[config.mk]
export PLATFORM = sky130hd
export DESIGN_NAME = pipe_stage_skid
export DESIGN_NICKNAME = d
export VERILOG_FILES = /design/src/rtl/pipe_pkg.sv /design/src/rtl/sat_counter.sv /design/src/rtl/pipe_stage_skid.sv
export SDC_FILE = /design/constraint.sdc
export NUM_CORES = 1
export LEC_CHECK = 0
export CORE_UTILIZATION = 39
export CTS_CLUSTER_SIZE = 8
export DETAILED_ROUTE_END_ITERATION = 16
export MAX_ROUTING_LAYER = met4
export PLACE_DENSITY = 0.8
export SLEW_MARGIN = 20
export SYNTH_ARGS = -nofsm -noshare
export SYNTH_HDL_FRONTEND = slang
export SYNTH_HIERARCHICAL = 1
export SYNTH_SLANG_ARGS = --single-unit
[constraint.sdc]
create_clock -name clk -period 11.5 [get_ports clk]
set_clock_uncertainty 0.05 [all_clocks]
set_input_delay 2.3 -clock clk [delete_from_list [all_inputs] [get_ports clk]]
set_output_delay 2.3 -clock clk [all_outputs]
set_load 0.005 [all_outputs]
[src/rtl/pipe_pkg.sv]
// pipe_pkg: shared types for pipeline-boundary registers (occupancy states, ID/EX payload).
package pipe_pkg;

    typedef enum logic [1:0] {
        EMPTY = 2'd0,
        ONE   = 2'd1,
        FULL  = 2'd2
    } occ_e;

    typedef logic [31:0] reg_bus_t;
    typedef logic [19:0] word_t;
    typedef logic [7:0]  opcode_wide_t;
    typedef logic [7:0]  ex_code_t;
    typedef logic [31:0] inst_addr_bus_t;

    typedef struct packed {
        reg_bus_t       rdata1;
        reg_bus_t       rdata2;
        word_t          imm1;
        word_t          imm2;
        opcode_wide_t   opcode;
        ex_code_t       ex_code;
        inst_addr_bus_t pc;
        logic [4:0]     waddr;
        logic           we;
        logic [1:0]     jump_bp;
    } id_ex_payload_t;

    localparam int ID_EX_W = $bits(id_ex_payload_t);

    // All-zero bundle is a NOP: no register write, no jump prediction.
    localparam id_ex_payload_t ID_EX_NOP = '0;

endpackage

[src/rtl/sat_counter.sv]
// sat_counter: increment-enabled counter that sticks at its all-ones maximum.
module sat_counter #(
    parameter int CNT_W = 16
) (
    input  logic             clk,
    input  logic             rst,
    input  logic             inc,
    output logic [CNT_W-1:0] count
);
    always_ff @(posedge clk or posedge rst)
        if (rst)
            count <= '0;
        else if (inc && count != '1)
            count <= count + CNT_W'(1);
endmodule

[src/rtl/pipe_stage_skid.sv]
// pipe_stage_skid: valid/ready stage register with a two-entry skid buffer,
// flush-to-bubble, occupancy output and saturating stall-bubble counter.
module pipe_stage_skid
    import pipe_pkg::*;
#(
    parameter int                DATA_W    = 160,
    parameter logic [DATA_W-1:0] RESET_VAL = '0,
    parameter int                CNT_W     = 16
) (
    input  logic              clk,
    input  logic              rst,
    input  logic              in_valid,
    output logic              in_ready,
    input  logic [DATA_W-1:0] in_data,
    output logic              out_valid,
    input  logic              out_ready,
    output logic [DATA_W-1:0] out_data,
    input  logic              flush,
    output logic [1:0]        occupancy,
    output logic [CNT_W-1:0]  bubble_cnt
);
    occ_e              state, state_nxt;
    logic [DATA_W-1:0] m_data, s_data, m_nxt, s_nxt;
    logic              m_valid, in_xfer, out_xfer;

    assign m_valid   = state != EMPTY;
    assign out_valid = m_valid;
    assign out_data  = m_data;
    assign occupancy = state;
    assign in_xfer   = in_valid && in_ready;
    assign out_xfer  = m_valid && out_ready;

    // Flush wins over any same-cycle acceptance; the out-transfer still leaves.
    always_comb begin
        state_nxt = flush ? EMPTY :
                    state == EMPTY ? (in_xfer ? ONE : EMPTY) :
                    state == ONE   ? (in_xfer && !out_xfer ? FULL :
                                      !in_xfer && out_xfer ? EMPTY : ONE) :
                    (out_xfer ? ONE : FULL);
        m_nxt     = flush ? RESET_VAL :
                    state == FULL ? (out_xfer ? s_data : m_data) :
                    in_xfer && (state == EMPTY || out_xfer) ? in_data :
                    out_xfer ? RESET_VAL : m_data;
        s_nxt     = flush ? RESET_VAL :
                    state == FULL ? (out_xfer ? RESET_VAL : s_data) :
                    state == ONE && in_xfer && !out_xfer ? in_data : s_data;
    end

    always_ff @(posedge clk or posedge rst)
        if (rst) begin
            state    <= EMPTY;
            m_data   <= RESET_VAL;
            s_data   <= RESET_VAL;
            in_ready <= 1'b0;
        end else begin
            state    <= state_nxt;
            m_data   <= m_nxt;
            s_data   <= s_nxt;
            in_ready <= state_nxt != FULL;
        end

    sat_counter #(.CNT_W(CNT_W)) u_bubble (
        .clk   (clk),
        .rst   (rst),
        .inc   (out_ready && !m_valid),
        .count (bubble_cnt)
    );
endmodule

Yosys cells after proc, flatten, opt, wreduce, memory -nomap -nowiden

Index checks and enable logic that the tools add are counted.

Logic and storage cells: 45
Bits in registers: 339

Muxes and demuxes: 15
$add $sub $neg: 1
Eq/ne operators: 5
Reduce and logical (&&, ||, !) cells: 19

Operators with widths:

| cell                  | number |
|---|---|
| $mux 160              | 8 |
| $add 16x1->16 const B | 1 |
| $ne 16x16->1 const B  | 1 |
| $mux 2                | 5 |
| $logic_and 1x1->1     | 9 |
| $reduce_bool 3->1     | 2 |
| $reduce_and 2->1      | 2 |
| $logic_not 1->1       | 3 |
| $ne 3x3->1 const B    | 1 |
| $eq 2x1->1 const B    | 1 |
| $eq 2x2->1 const B    | 1 |
| $logic_not 2->1       | 1 |
| $mux 1                | 2 |
| $ne 2x2->1 const B    | 1 |
| $reduce_bool 2->1     | 1 |
| $logic_or 1x1->1      | 1 |

Depth between registers and ports, before layout

Gate-level depths: netlist of the first run.

Depth in word-level cells: 9
Mapped depth: 8

Hierarchy

Netlist of the first run, hierarchy kept.

By module, submodules not included:

| module          | sequential area each (um^2) | cells an instance | area each (um^2) | instances |
|---|---|---|---|---|
| pipe_stage_skid | 8082.8                      | 1268              | 13668.1          | 1 |
| sat_counter     | 400.4                       | 71                | 805.8            | 1 |

Worst setup path before layout of the first run

OpenSTA, ideal clock, no wires.

Path kind: input -> register
From: input out_ready
To: register u_bubble.count[14]
Path slack: 7.947 ns
Stages: 6
Path buffers: 0
Library setup time: 0.125 ns
Arrival time: 3.379 ns
Required time: 11.325 ns
Path through: inv_1 > nor2_1 > and4_1 > nand3_1 > nor2_1 > mux2_2

Longest elaborated chain between the ends: 2

Ends and longest elaborated chain:

| what                 | RTL line              | source |
|---|---|---|
| start, declared      | pipe_stage_skid.sv:16 | `input logic out_ready,` |
| $logic_and 1x1->1    | pipe_stage_skid.sv:65 | `.inc (out_ready && !m_valid),` |
| $logic_and 1x1->1    | sat_counter.sv:13     | `else if (inc && count != '1)` |
| end signal, assigned | sat_counter.sv:14     | `count <= count + CNT_W'(1);` |
| end, declared        | sat_counter.sv:8      | `output logic [CNT_W-1:0] count` |

No other way between the ends.
A chain may end at the register's enable or synchronous reset.

Worst setup path in the final report of the first run

From: input flush
To: register s_data[91]

Longest elaborated chain between the ends: 2
Elaborated cells between the ends (all ways): 4

Ends and longest elaborated chain:

| what                                                                    | RTL line              | source |
|---|---|---|
| start, declared                                                         | pipe_stage_skid.sv:18 | `input logic flush,` |
| $ne 3x3->1 (no source line) / $reduce_bool 3->1 (equally long branches) | n/a                   |  |
| $reduce_and 2->1 (no source line)                                       | n/a                   |  |
| end signal, assigned                                                    | pipe_stage_skid.sv:58 | `s_data <= s_nxt;` |
| end, declared                                                           | pipe_stage_skid.sv:23 | `logic [DATA_W-1:0] m_data, s_data, m_nxt, s_nxt;` |

Parallel ways exist; a longest one is shown, timed or not.

==> results of run 1 <==
[report_power, final]
group,internal [mW],switching [mW]
combinational,0.209,0.216
clock,0.742,0.476
sequential,1.29,0.0674
[cells in the mapped netlist, types with 2 or more instances]
cell        n  share of area [%]
o21ai_0    61                2.1
buf_1       3              0.078
buf_4      11               0.57
clkbuf_1   65                1.7
inv_1       5               0.13
dfrtp_1   339                 59
nor2b_1     3               0.13
nand2_1   327                8.5
mux2_2      2               0.16
nor2_1      5               0.13
nand3_1     7               0.24
a22o_1    320                 19
o21a_1      2               0.10
and2_1      2              0.086
nor2_2      2              0.086
buf_2      29                1.0
a21oi_1     3               0.10
xnor2_1    11               0.67
buf_6      12               0.93
mux2i_1     3               0.21
nand4_1     5               0.22
clkbuf_2    2              0.069
and3_1      4               0.17
and4_1      3               0.18
o21ai_1   100                3.5
[metrics by stage]
step	worst slack, ns	area (µm²)	power (mW)	utilization (%)	hold slack, ns
6_report	6.29	19300	3.00	52.8	0.426
5_1_grt	6.04	19300	3.13	52.8	0.454
4_1_cts	6.33	19300	3.04	52.8	0.432
3_5_place_dp	5.74	18000	1.80	49.4	0.422
3_3_place_gp	5.92	18000	1.78	49.4	0.412
2_1_floorplan	0.209	14500	1.59	-	0.400
[path summary, 6_finish.rpt]
path | start | to
setup / recovery | flush | s_data[91]
hold / removal | s_data[74] | s_data[74]
setup reg to reg | occupancy[1] | s_data[91]
hold reg to reg | s_data[74] | s_data[74]
max in group asynchronous | rst | out_data[135]
min in group asynchronous | rst | u_bubble/count[15]
[worst max-delay path: cells and delay by family]
kind                   cells  cell delay (ns)
AO/OA/AOI/OAI              1             0.21
buffers and inverters      3             2.15
AND/OR/NAND/NOR            2             0.81
[metal layers]
layer | track usage, % | vias to the layer above | wire (µm)
met5 | - | - | 0
met2 | 33.5 | 468 | 19000
li1 | - | 5364 | -
met3 | 6.06 | 79 | 3520
met4 | 8.79 | 0 | 1160
met1 | 28.3 | 5778 | 17000
[registers in the layout, indices dropped and copies added (netlist names)]
signal and cells:
u_bubble/count 16, in_ready 1, occupancy 2, s_data 160, out_data 160
[kinds of logic (layout without fill, tap and decap cells)]
| group | Yosys count | after routing | share of synthesized area [%] |
|---|---|---|---|
| AO/OA/AOI/OAI | 487 | 487 | 25.2 |
| AND/OR/NAND/NOR | 369 | 369 | 10.6 |
| flip-flops | 339 | 339 | 58.6 |
| buffers and inverters | 127 | 417 | 4.47 |
| XOR/XNOR | 11 | 11 | 0.666 |
| multiplexers | 5 | 5 | 0.363 |
| adder cells (fa/ha/maj) | 1 | 1 | 0.0864 |
| other | 0 | 2 | 0 |
[area by class of cell]
cell class	instances	area, µm²	share of cell area (%)
diodes	2	5.00	0.0259
well taps	468	586	3.04
clock buffers	51	1230	6.40
repair buffers	360	3570	18.5
flip-flops and latches	339	8480	44.0
inverters	5	26.3	0.136
clock inverters	1	5.00	0.0259
multi-input cells	873	5380	27.9
==> run summary, run 1 <==
Fill cells = 3112
Cells after Synth = 1339
critical path class = input pin to flop
CP cell instances = clkdlybuf4s50_1 -> nor2_4 -> buf_4 -> buf_4 -> nand2_1 -> o21ai_0
vias in the first global route = 11.6k
global-route wire length before repair = 65100 µm
final worst path period share = 45.3%
cts repair resizes = 0
PwrDens = 155 nW/µm²
DR vias = 11.7k
CP max stage cell = buf_4
Crit Path Max Fanout = 70
HPWL after DPL = 24900 µm
die area = 37900 µm²
EDFF count, synth = 0
Post-Route Setup TNS = 0 ns
vias per inst = 5.57
DRT antenna net count = 0
Main synth FF type = dfrtp_1
Clock H-tree levels = 2
Cell Rows = 70
Critical Path Start Type = input pin
Worst slew margin = 24.7%
drt first pass iters = 7
routability cong. = 0.833
clock latency at the later pin of the worst-skew pair = 0.54 ns
Die W = 195 µm
hold buffer count at cts = 0
Required @ worst endpoint = 11.90 ns
Clock Root Buffer = clkbuf_16
fin crit period = 5.21 ns
Least-Margin Pin Slew = 1.13 ns
commonest cells after routing, fill and taps aside = clkdlybuf4s50_1 (344), dfrtp_1 (339), nand2_1 (327)
initial antenna violation count = 1
endpoints failing setup = 0
CP dominant cell by count = buf_4
core area = 36500 µm²
hold crit path type = flop to flop
total track usage = 22.2%
Mapped Nets = 1505
VDD IR max = 0.0938 mV
Initial Util = 39.6%
post-synth cell types = 38
WL/cell = 19.4 µm
fmax = 0.192 GHz
# IOs = 345
layout cells sized above 1 = 4.97%
1st-iter DRT viols = 763
#FFs+latches synth = 339
async set or reset register ratio after synthesis = 100%
Worst Reg2Reg Path Length in Cells = 6
CTS clk-pin slew, worst paths = 0.05 ns
Max Cap Viol = 0
synthesized area = 14500 µm²
buffers added on ports = 344
Final Hold Fails = 0
WP data arrival = 5.61 ns
Slew Viols, Final = 0
# Post-CTS Setup Buffers = 0
status = completed
Remaining Overflow, GRT = 0
DRC Markers = 0
Hold Path Stages = 2
leakage dissipation = 8.70 nW
height of the die = 195 µm
critical path's largest stage delay = 0.74 ns
sequential share of the synthesized area = 58.6%
CTS sink count = 339
commonest non-fill, non-tap cell in the layout = clkdlybuf4s50_1
placed insts = 2045
Final Non-Filler Cells = 2099
TritonCTS Buffers = 48
Syn Area/Cell = 10.8 µm²
clk buf depth = 3
largest net degree at the start of global routing = 127
final wirelength = 40700 µm
Area growth syn-to-layout = 33.3%
RSZ-0062 raised after global routing = false
CTS tree = built
synth warn = 6
Reg2Reg Setup Slack = 8.12 ns
Worst setup EP type = flop
NumNets Final = 1793
No activity file was read; power rests on OpenSTA's default activity.
==> run 2: changes to the inputs <==
--- a/config.mk
+++ b/config.mk
@@ -9,7 +9,7 @@
 export CTS_CLUSTER_SIZE = 8
 export DETAILED_ROUTE_END_ITERATION = 16
 export MAX_ROUTING_LAYER = met4
-export PLACE_DENSITY = 0.8
+export PLACE_DENSITY = 0.77
 export SLEW_MARGIN = 20
 export SYNTH_ARGS = -nofsm -noshare
 export SYNTH_HDL_FRONTEND = slang
==> constraint.sdc (replaced) <==
create_clock -name clk -period 5.1 [get_ports clk]
set_clock_uncertainty 0.05 [all_clocks]
set_input_delay 1.02 -clock clk [delete_from_list [all_inputs] [get_ports clk]]
set_output_delay 1.02 -clock clk [all_outputs]
set_load 0.005 [all_outputs]
==> run summary, run 2 (synthesis gave the netlist of run 1 again) <==
Worst Reg2Reg Path Length in Cells = 5 (-1)
Worst slew margin = 30.9% (+6.2 points)
HPWL after DPL = 24100 µm (-3.3%)
Placed Area = 18100 µm² (+0.56%)
Initial Util = 39.6% (unchanged)
Net Sw Power = 1.74 mW (+130%)
buffers added on ports = 344 (unchanged)
Fill cells = 3111 (-0.032%)
Hold WS = 0.428 ns (+0.00115 ns)
Die W = 195 µm (unchanged)
cts repair resizes = 0 (unchanged)
clock network power share = 41.0% (+0.4 points)
# IOs = 345 (unchanged)
endpoints failing setup = 0 (unchanged)
vias per inst = 5.53 (-0.65%)
Crit Path Max Fanout = 7 (-90%)
Hold Path Stages = 2 (unchanged)
DRT antenna net count = 0 (unchanged)
# Post-CTS Setup Buffers = 0 (unchanged)
commonest cells after routing, fill and taps aside = clkdlybuf4s50_1 (344), dfrtp_1 (339), nand2_1 (327)
PwrDens = 352 nW/µm² (+130%)
Clock Root Buffer = clkbuf_16
placed insts = 2044 (-0.049%)
DRC Markers = 0 (unchanged)
WP data arrival = 1.81 ns (-3.80 ns)
hold crit path type = flop to flop
Post-Route Setup TNS = 0 ns (unchanged)
NumNets Final = 1792 (-0.056%)
global-route wire length before repair = 64500 µm (-0.96%)
Pwr Total = 6.83 mW (+130%)
clock latency at the later pin of the worst-skew pair = 0.55 ns (about the same)
Final Hold Fails = 0 (unchanged)
VDD IR max = 0.220 mV (+130%)
routability cong. = 0.791 (-5.0%)
Required @ worst endpoint = 4.03 ns (-7.87 ns)
height of the die = 195 µm (unchanged)
hold buffer count at cts = 0 (unchanged)
Final Non-Filler Cells = 2101 (+0.095%)
Critical Path Start Type = flop
leakage dissipation = 8.74 nW (+0.42%)
die area = 37900 µm² (unchanged)
Max Cap Viol = 0 (unchanged)
drt first pass iters = 4 (-3)
1st-iter DRT viols = 475 (-38%)
final worst path period share = 56.4%
layout cells sized above 1 = 5.03% (+0.055 points)
commonest non-fill, non-tap cell in the layout = clkdlybuf4s50_1
largest net degree at the start of global routing = 163 (+28%)
Logic pwr share = 14.4% (+0.2 points)
fin crit period = 2.88 ns
Clock H-tree levels = 2 (unchanged)
TritonCTS Buffers = 48 (unchanged)
status = completed
fmax = 0.348 GHz
CTS clk-pin slew, worst paths = 0.05 ns (about the same)
Seq pwr share = 44.6% (-0.6 points)
WL/cell = 19.1 µm (-1.3%)
Cell Rows = 70 (unchanged)
final wirelength = 40200 µm (-1.2%)
clk buf depth = 3 (unchanged)
total track usage = 22.0% (-0.21 points)
CTS tree = built
Worst setup EP type = output pin
initial antenna violation count = 2 (+1)
RSZ-0062 raised after global routing = false
Area growth syn-to-layout = 34.1%
vias in the first global route = 11.4k (-2.3%)
DR vias = 11.6k (-0.56%)
critical path class = flop to output pin
Least-Margin Pin Slew = 1.04 ns (-0.0929 ns)
Slew Viols, Final = 0 (unchanged)
CTS sink count = 339 (unchanged)
Int Power = 5.09 mW (+130%)
Finished Cell Area = 19400 µm² (+0.64%)
Remaining Overflow, GRT = 0 (unchanged)
sw frac = 25.5% (+0.21 points)
core area = 36500 µm² (unchanged)
## run 2: cell count changes in the layout (fill, tap and decap cells not counted), sizes merged
cell	before	now
clkbuf	51	53
clkinvlp	0	1
clkinv	1	0
inv	5	6
buf	16	15
## run 2: power by group through the flow
stage	clock (mW)	sequential (mW)	combinational, mW
after global placement	0	3.07	0.965
after global routing	2.98	3.07	1.08
after CTS	2.89	3.05	0.993
final	2.80	3.05	0.980
after detailed placement	0	3.09	0.990
after floorplan	0	3.06	0.512
## run 2: final cells by class
type	count	area (µm²)	area share, %
well taps	468	586	3.02
diodes	2	5.00	0.0258
repair buffers	359	3670	18.9
multi-input cells	873	5380	27.7
inverters	5	22.5	0.116
clock buffers	53	1250	6.44
clock inverters	2	17.5	0.0902
flip-flops and latches	339	8480	43.7
## run 2: path summary, 6_finish.rpt
kind / slack, ns / startpoint / to
worst max-delay path: 2.22 / occupancy[0] / out_valid
worst min-delay path: 0.43 / s_data[104] / s_data[104]
worst max register to register: 2.63 / occupancy[0] / out_data[70]
worst min register to register: 0.43 / s_data[104] / s_data[104]
max in group asynchronous: 3.15 / rst / out_data[37]
min in group asynchronous: 0.89 / rst / u_bubble/count[12]
## run 2: worst max-delay path: stages (launching register included)
cell and delay [ns]:
dfrtp_1 0.46, or2_1 0.31, clkdlybuf4s50_1 0.49
## run 2: through the flow
step                      util [%]  worst slack (ns)
after floorplan                  -            -0.279
after global placement        49.7              1.78
after detailed placement      49.7              1.76
after CTS                     53.1              2.18
after global routing          53.2              2.16
final                         53.2              2.22
## run 2: metal layers
layer | track usage [%] | up-vias | share of wire [%]
met5 | - | - | 0
li1 | - | 5378 | -
met2 | 32.5 | 388 | 46
met4 | 8.97 | 0 | 3.2
met3 | 6.06 | 90 | 7.6
met1 | 28.5 | 5768 | 43
==> run 3: changes to the inputs <==
--- a/config.mk
+++ b/config.mk
@@ -9,7 +9,7 @@
 export CTS_CLUSTER_SIZE = 8
 export DETAILED_ROUTE_END_ITERATION = 16
 export MAX_ROUTING_LAYER = met4
-export PLACE_DENSITY = 0.77
+export PLACE_DENSITY = 0.8
 export SLEW_MARGIN = 20
 export SYNTH_ARGS = -nofsm -noshare
 export SYNTH_HDL_FRONTEND = slang
==> constraint.sdc (replaced) <==
create_clock -name clk -period 2.4 [get_ports clk]
set_clock_uncertainty 0.05 [all_clocks]
set_input_delay 0.48 -clock clk [delete_from_list [all_inputs] [get_ports clk]]
set_output_delay 0.48 -clock clk [all_outputs]
set_load 0.005 [all_outputs]
==> run summary, run 3 (synthesis gave the netlist of run 1 again) <==
height of the die = 195 µm (unchanged)
NumNets Final = 1857 (+3.6%)
routability cong. = 0.851 (+7.6%)
total track usage = 22.5% (+0.51 points)
Worst slew margin = 53.3% (+22 points)
initial antenna violation count = 0 (-2)
fin util = 55.4% (+2.3 points)
TritonCTS Buffers = 48 (unchanged)
Die W = 195 µm (unchanged)
Clock H-tree levels = 2 (unchanged)
Initial Util = 39.6% (unchanged)
buffers added on ports = 344 (unchanged)
Fill cells = 3001 (-3.5%)
Clock Root Buffer = clkbuf_16
area of the multi-input gates = 5380 µm² (unchanged)
WL/cell = 19.1 µm (-0.21%)
CTS sink count = 339 (unchanged)
1st-iter DRT viols = 733 (+54%)
HPWL after DPL = 27600 µm (+14%)
die area = 37900 µm² (unchanged)
placed insts = 2109 (+3.2%)
PwrDens = 726 nW/µm² (+110%)
CTS tree = built
Final Non-Filler Cells = 2161 (+2.9%)
commonest cells after routing, fill and taps aside = clkdlybuf4s50_1 (344), dfrtp_1 (339), nand2_1 (327)
vias in the first global route = 12.1k (+6.7%)
commonest non-fill, non-tap cell in the layout = clkdlybuf4s50_1
Cell Rows = 70 (unchanged)
CTS clk-pin slew, worst paths = 0.05 ns (about the same)
final worst path period share = 96.9%
endpoints failing setup = 0 (unchanged)
core area = 36500 µm² (unchanged)
Crit Path Max Fanout = 7 (unchanged)
global-route wire length before repair = 66200 µm (+2.6%)
status = completed
critical path class = flop to output pin
vias per inst = 5.54 (about the same)
leakage dissipation = 9.18 nW (+5.0%)
DR vias = 12.0k (+2.9%)
layout cells sized above 1 = 8.62% (+3.6 points)
clk buf depth = 3 (unchanged)
clock latency at the later pin of the worst-skew pair = 0.53 ns (-0.02 ns)
sw frac = 25.1% (-0.40 points)
cts repair resizes = 0 (unchanged)
Finished Cell Area = 20200 µm² (+4.3%)
RSZ-0062 raised after global routing = false
drt first pass iters = 5 (+1)
Critical Path Start Type = flop
Slew Viols, Final = 0 (unchanged)
DRC Markers = 0 (unchanged)
final wirelength = 41300 µm (+2.6%)
clock network power share = 40.0% (-1.0 points)
Area growth syn-to-layout = 39.9%
fmax = 0.430 GHz
Antenna Cells = 0 (-2)
Remaining Overflow, GRT = 0 (unchanged)
Max Cap Viol = 0 (unchanged)
fin crit period = 2.33 ns
# Post-CTS Setup Buffers = 0 (unchanged)
Int Power = 11.0 mW (+120%)
hold crit path type = input pin to async pin
WP data arrival = 1.80 ns (about the same)
VDD IR max = 0.434 mV (+98%)
DRT antenna net count = 0 (unchanged)
Seq pwr share = 44.2% (-0.4 points)
Required @ worst endpoint = 1.87 ns (-2.16 ns)
Worst setup EP type = output pin
Final Hold Fails = 0 (unchanged)
Least-Margin Pin Slew = 0.700 ns (-0.336 ns)
Reg area = 8480 µm² (unchanged)
hold buffer count at cts = 0 (unchanged)
largest net degree at the start of global routing = 88 (-46%)
# IOs = 345 (unchanged)
Logic pwr share = 15.8% (+1.4 points)
Placed Area = 19000 µm² (+4.7%)
Net Sw Power = 3.69 mW (+110%)
## run 3: layout make-up
cell class              instances  share of cell area [%]
clock buffers                  52                    6.21
inverters                       5                   0.111
multi-input cells             873                    26.6
flip-flops and latches        339                    41.9
well taps                     468                    2.89
repair buffers                424                    22.3
## run 3: power by group through the flow
| stage | registers, mW | logic (mW) | clock network, mW |
|---|---|---|---|
| after CTS | 6.49 | 2.34 | 6.02 |
| after floorplan | 6.51 | 1.09 | 0 |
| after detailed placement | 6.57 | 2.33 | 0 |
| after global routing | 6.54 | 2.53 | 6.25 |
| final | 6.49 | 2.32 | 5.88 |
| after global placement | 6.55 | 2.27 | 0 |
## run 3: metal layers
metal  wire, µm  track usage (%)  vias up  share of wire (%)
met5          0                -        -                  0
met4       1280             8.14        0                3.1
met3       3350             5.57       99                8.1
met2      19000             34.3      472                 46
met1      17700             29.1     5886                 43
li1           -                -     5507                  -
## run 3: worst paths after layout
check	slack (ns)	endpoint	from	cells after the start
worst min-delay path	0.28	s_data[12]	rst	2
worst max register to register	0.32	out_data[53]	occupancy[1]	4
worst max-delay path	0.07	out_valid	occupancy[0]	2
min in group clk	0.43	s_data[96]	s_data[96]	2
worst min register to register	0.43	s_data[96]	s_data[96]	2
max in group asynchronous	1.29	out_data[47]	rst	3
## run 3: through the flow
step	total power, mW	setup TNS, ns	hold WS (ns)	setup WS, ns
6_report	14.7	0	0.285	0.0737
5_1_grt	15.3	0	0.289	0.0000908
4_1_cts	14.9	0	0.251	0.0324
3_5_place_dp	8.90	-2.70	0.420	-0.0771
3_3_place_gp	8.82	-0.00353	0.412	-0.00353
2_1_floorplan	7.60	-787.72	0.344	-2.44
## run 3: critical path, cell delays in order, from the launching register on
cell and delay (ns):
dfrtp_1 0.47, or2_1 0.30, clkdlybuf4s50_1 0.50
